===== src/rtl/reg_file_2w2r.sv =====
// Two-write, two-read register file with registered reads, optional write-to-read
// forwarding, optional hardwired-zero entry 0, and a built-in clear sequencer that
// zeroes every entry after reset or on request.
module reg_file_2w2r #(
    parameter int unsigned DATA_W    = 8,
    parameter int unsigned ADDR_W    = 5,
    parameter bit          REG0_ZERO = 1'b1,
    parameter bit          BYPASS    = 1'b1
) (
    input  logic              clk,
    input  logic              rst,
    input  logic              clr_req,
    output logic              ready,
    input  logic              we0,
    input  logic [ADDR_W-1:0] waddr0,
    input  logic [DATA_W-1:0] wdata0,
    input  logic              we1,
    input  logic [ADDR_W-1:0] waddr1,
    input  logic [DATA_W-1:0] wdata1,
    input  logic [ADDR_W-1:0] raddr1,
    input  logic [ADDR_W-1:0] raddr2,
    output logic [DATA_W-1:0] rdata1,
    output logic [DATA_W-1:0] rdata2
);

    localparam int unsigned     DEPTH   = 2 ** ADDR_W;
    // One spare bit on the pointer so the terminal compare never aliases with a wrap.
    localparam logic [ADDR_W:0] LastIdx = (ADDR_W + 1)'(DEPTH - 1);
    localparam logic [ADDR_W:0] PtrOne  = (ADDR_W + 1)'(1);

    localparam logic [0:0] StIdle  = 1'b0;
    localparam logic [0:0] StClear = 1'b1;

    logic [DATA_W-1:0] mem [DEPTH];

    logic [0:0]        stateQ, stateD;
    logic [ADDR_W:0]   cptrQ, cptrD;
    logic              writeOk;
    logic              commit0, commit1;
    logic [DATA_W-1:0] rdNext1, rdNext2;

    // A clear request takes priority over the writes presented on the same edge.
    assign writeOk = (stateQ == StIdle) && !clr_req;
    assign commit0 = writeOk && we0 && !(REG0_ZERO && (waddr0 == '0));
    assign commit1 = writeOk && we1 && !(REG0_ZERO && (waddr1 == '0));

    assign ready = (stateQ == StIdle);

    // Clear sequencer: IDLE waits for a request, CLEAR walks cptr over every entry.
    always_comb begin
        stateD = stateQ;
        cptrD  = cptrQ;
        case (stateQ)
            StIdle: begin
                if (clr_req) begin
                    stateD = StClear;
                    cptrD  = '0;
                end
            end
            StClear: begin
                if (cptrQ == LastIdx) begin
                    stateD = StIdle;
                    cptrD  = '0;
                end else begin
                    cptrD = cptrQ + PtrOne;
                end
            end
            default: begin
                stateD = StClear;
                cptrD  = '0;
            end
        endcase
    end

    // Sequencer state; reset restarts the clear from entry 0.
    always_ff @(posedge clk or posedge rst) begin
        if (rst) begin
            stateQ <= StClear;
            cptrQ  <= '0;
        end else begin
            stateQ <= stateD;
            cptrQ  <= cptrD;
        end
    end

    // Storage array: cleared one entry per edge, else written with port 1 winning a tie.
    always_ff @(posedge clk) begin
        if (stateQ == StClear) begin
            mem[cptrQ[ADDR_W-1:0]] <= '0;
        end else begin
            if (commit0) mem[waddr0] <= wdata0;
            if (commit1) mem[waddr1] <= wdata1;
        end
    end

    // Read-side next values, with forwarding of same-edge writes when enabled.
    always_comb begin
        rdNext1 = mem[raddr1];
        rdNext2 = mem[raddr2];
        if (BYPASS) begin
            if (commit0 && (waddr0 == raddr1)) rdNext1 = wdata0;
            if (commit1 && (waddr1 == raddr1)) rdNext1 = wdata1;
            if (commit0 && (waddr0 == raddr2)) rdNext2 = wdata0;
            if (commit1 && (waddr1 == raddr2)) rdNext2 = wdata1;
        end
        if (REG0_ZERO && (raddr1 == '0)) rdNext1 = '0;
        if (REG0_ZERO && (raddr2 == '0)) rdNext2 = '0;
        if (stateQ == StClear) begin
            rdNext1 = '0;
            rdNext2 = '0;
        end
    end

    // Registered read outputs.
    always_ff @(posedge clk or posedge rst) begin
        if (rst) begin
            rdata1 <= '0;
            rdata2 <= '0;
        end else begin
            rdata1 <= rdNext1;
            rdata2 <= rdNext2;
        end
    end

endmodule


===== config.mk =====
export PLATFORM = sky130hd
export DESIGN_NAME = reg_file_2w2r
export DESIGN_NICKNAME = d
export VERILOG_FILES = /design/src/rtl/reg_file_2w2r.sv
export SDC_FILE = /design/constraint.sdc
export NUM_CORES = 1
export LEC_CHECK = 0
export CORE_ASPECT_RATIO = 0.7
export CORE_MARGIN = 2
export CORE_UTILIZATION = 29
export CTS_CLUSTER_DIAMETER = 100
export DETAILED_ROUTE_END_ITERATION = 10
export SYNTH_ARGS = -nofsm -noshare
export SYNTH_HDL_FRONTEND = slang
export SYNTH_SLANG_ARGS = --single-unit

===== constraint.sdc =====
create_clock -name clk -period 2.85 [get_ports clk]
set_input_delay 0.57 -clock clk [delete_from_list [all_inputs] [get_ports clk]]
set_output_delay 0.57 -clock clk [all_outputs]
set_load 0.02 [all_outputs]

# After elaboration in Yosys (flattened, before gate mapping)
# Memories as Yosys holds them, arrays and structs flattened.
# Cells that the tools add are included.
[totals] register_bits=23 ram_bits=256 n_memories=1
[op_classes] add_sub_neg=1 eq_ne=6 n_mux=25 n_bitwise=1 reduce_logical=17
[mem_list] name="mem" depth=32 word_bits=8 rd=2 rd_ports_with_merged_regs=0 wr=2 line_no="34" rtl="logic [DATA_W-1:0] mem [DEPTH];"
[ops] op="$mux W8" count=9
[ops] op="$eq A5 B5 Y1" count=4
[ops] op="$logic_not A5 Y1" count=4
[ops] op="$mux W6" count=2
[ops] op="$pmux W6 S2" count=1
[ops] op="$mux W1" count=11
[ops] op="$logic_and A1 B1 Y1" count=9
[ops] op="$reduce_or A8 Y1" count=1
[ops] op="$add A6 B1 Y6 const B" count=1
[ops] op="$eq A6 B5 Y1 const B" count=1
[ops] op="$mux W5" count=1
[ops] op="$logic_not A1 Y1" count=3
[ops] op="$ne A2 B2 Y1 const B" count=1
[ops] op="$pmux W1 S2" count=1
[ops] op="$not A1 Y1" count=1

# Depth between registers and ports, before layout
[depth] word_depth=9 mapped_depth=10 mapped_depth_nobuf=6

# Least setup slack after synthesis
# No wires, ideal clock.
[synth_timing] kind="input-to-reg" from="input waddr0[3]" to="memory mem[16][0], enable pin" arrival_ps=2680 required_ps=2466 slack_ps=-214 stages=8 cell_sequence="buf_2 or4_4 o211a_1 buf_6 buf_8 o31ai_1 nand2_1 o21ai_0"
[synth_lines] item="from (decl)" line_no="15" rtl="input logic [ADDR_W-1:0] waddr0,"
[synth_lines] item="to (decl)" line_no="34"

==> impl_metrics.yaml <==
outcome:
  outcome: "completed"
global_route:
  first_pass_grt_wire_length_mm: 83.76
  grt_remaining_overflow: 0
  pin_count_of_the_biggest_net_entering_global_routing: 34
  grt_usage: 0.1933
  via_count_of_the_first_global_routing_pass: 11970
  grt_antenna_before_repair: 1
logic_synthesis:
  yosys-top-cells-area: "edfxtp_1 (46%), mux4_2 (17%), mux2_2 (10%)"
  netlist_instances: 1261
  syn-mean-instance-area_um2: 13.21
  synth-warning-count: 0
  yosys_most_used_dff: "edfxtp_1"
  cell_area_after_synthesis_um2: 16650
  seq_area_frac_synth: 0.4963
  synthTopCellsByCount: "edfxtp_1 (256), nand2_1 (178), mux2_2 (153), o21ai_0 (140), mux4_2 (127)"
  yosysTopAreaCell: "edfxtp_1"
  post_synth_top_area_share: 0.4616
  ys_seq_elements: 279
  synth-edff-count: 256
  synth.lib_cells_used.distinct: 57
  async_reset_ff_frac: 0.08244
  yosysMostFrequentCell: "edfxtp_1"
  number_of_nets_in_the_synthesized_netlist: 1303
power_and_ir_drop:
  clock_power_share: 0.340
  p_leak_nw: 7.143
  power.combinational.fraction: 0.207
  power_density_nw_per_um2: 559.9
  power.switching_w: 0.003278
  cellInternalPower_w: 0.008078
  switching_share: 0.2887
  seq_power_share: 0.453
  power.ir.vdd_worst_uv: 338.3
route:
  drt-vias-per-instance: 5.592
  drt.antenna.violating_nets: 0
  route.top_layer_used: "met4"
  detail_route.iter0.violations: 1818
  route.vias.total: 12190
  wl_met2_mm: 22.64
  met3_wirelength_mm: 7.436
  totalWireLength_mm: 57.40
  met1_length_mm: 25.76
  dr_drc_count: 0
  drt_pass1_iterations: 6
  post_drt_wl_per_cell_um: 26.34
clock_tree:
  cts_hold_buf: 0
  clock_sinks: 279
  clkTransAtPathRegs_ns: 0.07
  htreeDepth: 1
  cts.repair.resized: 0
  clock_tree.buffer_depth: 3
  cts_tree: "yes"
  number_of_cts_inserted_buffers: 29
  clock_latency_ns: 0.58
  postCtsSetupRepairBufs: 0
  clk_root_buffer_cell: "clkbuf_16"
setup_path:
  critical_path_arrival_ns: 3.01
  crit_type: "in2reg"
  endpoint_kind: "flop"
  worstPathRequired_ns: 3.14
  crit_path_max_fanout: 7
  r2r_start: "stateQ"
  worst-r2r-setup-slack_ns: 0.28
  startpoint_class: "primary input"
  cp-startpoint: "waddr0[3]"
placed_design:
  dpl_worst_slack_ns: -0.3666
  placedInstanceArea_um2: 19340
  hpwlAfterDp_mm: 41.35
  portBuffers: 57
  globalplace.congestion: 0.9724
cells_and_area:
  finalNetCount: 1448
  area_delta_synth_final_pct: 21.80
  finalCoreUtilization: 0.3576
  design_area_um2: 20280
  final_layout_size_suffix_gt1_frac: 0.3732
timing:
  slew_headroom: 0.4363
  whs_ns: 0.4657
  report.final.slew_viol_count: 0
  fmax_mhz: 367.2
  setup_repair_after_global_routing_missed_its_margin: "false"
  pin_slew_with_the_least_headroom_to_its_limit_ns: 0.8446
  totalNegativeSetupSlack_ns: 0
  post_route_fraction_of_the_period_consumed_by_the_critical_path: 0.9556
  minimum_clock_period_after_layout_ns: 2.723
  finalClockSkew_ns: 0.01878
  finalSetupViolCount: 0
  fin_ws_ns: 0.1266
  hold_viol_final: 0
worst_hold_path:
  min-delay-path-class: "in2async"
floorplan:
  pin_count: 58
  core_area_um2: 56720
  cell_rows: 73
  die_height_um: 204.5
  die_area_um2: 59380
  start_util: 0.2936
  die_x_um: 290.4
flow_run:
  cap_viol_max_count: 0
power by group through the flow:
stage / Combinational [W] / Clock (W) / Sequential, W
finish: 0.00235 / 0.00387 / 0.00514
global route: 0.00246 / 0.00407 / 0.00517
CTS: 0.00230 / 0.00393 / 0.00513
detailed placement: 0.00229 / 0 / 0.00521
global placement: 0.00225 / 0 / 0.00520
floorplan: 0.00119 / 0 / 0.00508
cell families after synthesis:
| kind of cell | Yosys count | synth area share |
|---|---|---|
| multiplexers | 329 | 0.3056 |
| flip-flops | 279 | 0.4963 |
| AND/OR/NAND/NOR | 262 | 0.06973 |
| AO/OA/AOI/OAI | 227 | 0.08047 |
| buffers and inverters | 141 | 0.03561 |
| XOR/XNOR | 22 | 0.01157 |
| adder cells (fa/ha/maj) | 1 | 0.0007513 |
final timing paths:
path,to,depth (start not counted)
setup / recovery,mem[18][3],8
hold / removal,cptrQ[1],2
setup reg to reg,mem[5][1],9
hold reg to reg,cptrQ[5],2
max in group asynchronous,rdata2[6],2
min in group clk,cptrQ[5],2
registers in the layout (all words and copies together), names as in the netlist:
register	cells
mem	256
rdata1	8
rdata2	8
cptrQ	6
stateQ	1
metal layers:
| metal | up-vias | track usage |
|---|---|---|
| li1 | 5187 | - |
| met1 | 6164 | 0.2897 |
| met2 | 748 | 0.2625 |
| met3 | 87 | 0.06329 |
| met4 | 0 | 0.05440 |
| met5 | - | 0 |
placed cells by master (no fill, tap or decap), types with 15 or more instances in the layout:
cell type	instances
a22oi_1	27
buf_12	28
buf_4	158
clkbuf_16	29
clkdlybuf4s50_1	51
dfrtp_1	22
edfxtp_1	256
inv_1	15
mux2_2	153
mux2i_1	48
mux4_2	127
nand2_1	178
nor2_1	22
o21ai_0	129
o21ai_1	17
metrics by stage:
stage / total power [W] / std cells
floorplan: 0.006270 / 1261
global placement: 0.007449 / 2125
detailed placement: 0.007498 / 2125
CTS: 0.01136 / 2178
global route: 0.01169 / 2178
finish: 0.01136 / 2179
worst max-delay path: stages:
cell and delay [ns]:
clkdlybuf4s50_1 0.52, or4_4 0.56, o211a_1 0.27, o31ai_1 0.24, buf_4 0.16, nand2_1 0.14, o21ai_0 0.32, buf_4 0.23
cell type report:
class	count	area, um^2
clock inverter	16	160.2
inverter	15	56.30
sequential	279	8264
timing repair buffer	240	2272
clock buffer	37	775.7
antenna	1	2.502
multi-input combinational	841	7812
fill	5413	36440
tap	750	938.4
Note: power is estimated with default switching activity, not from simulation.
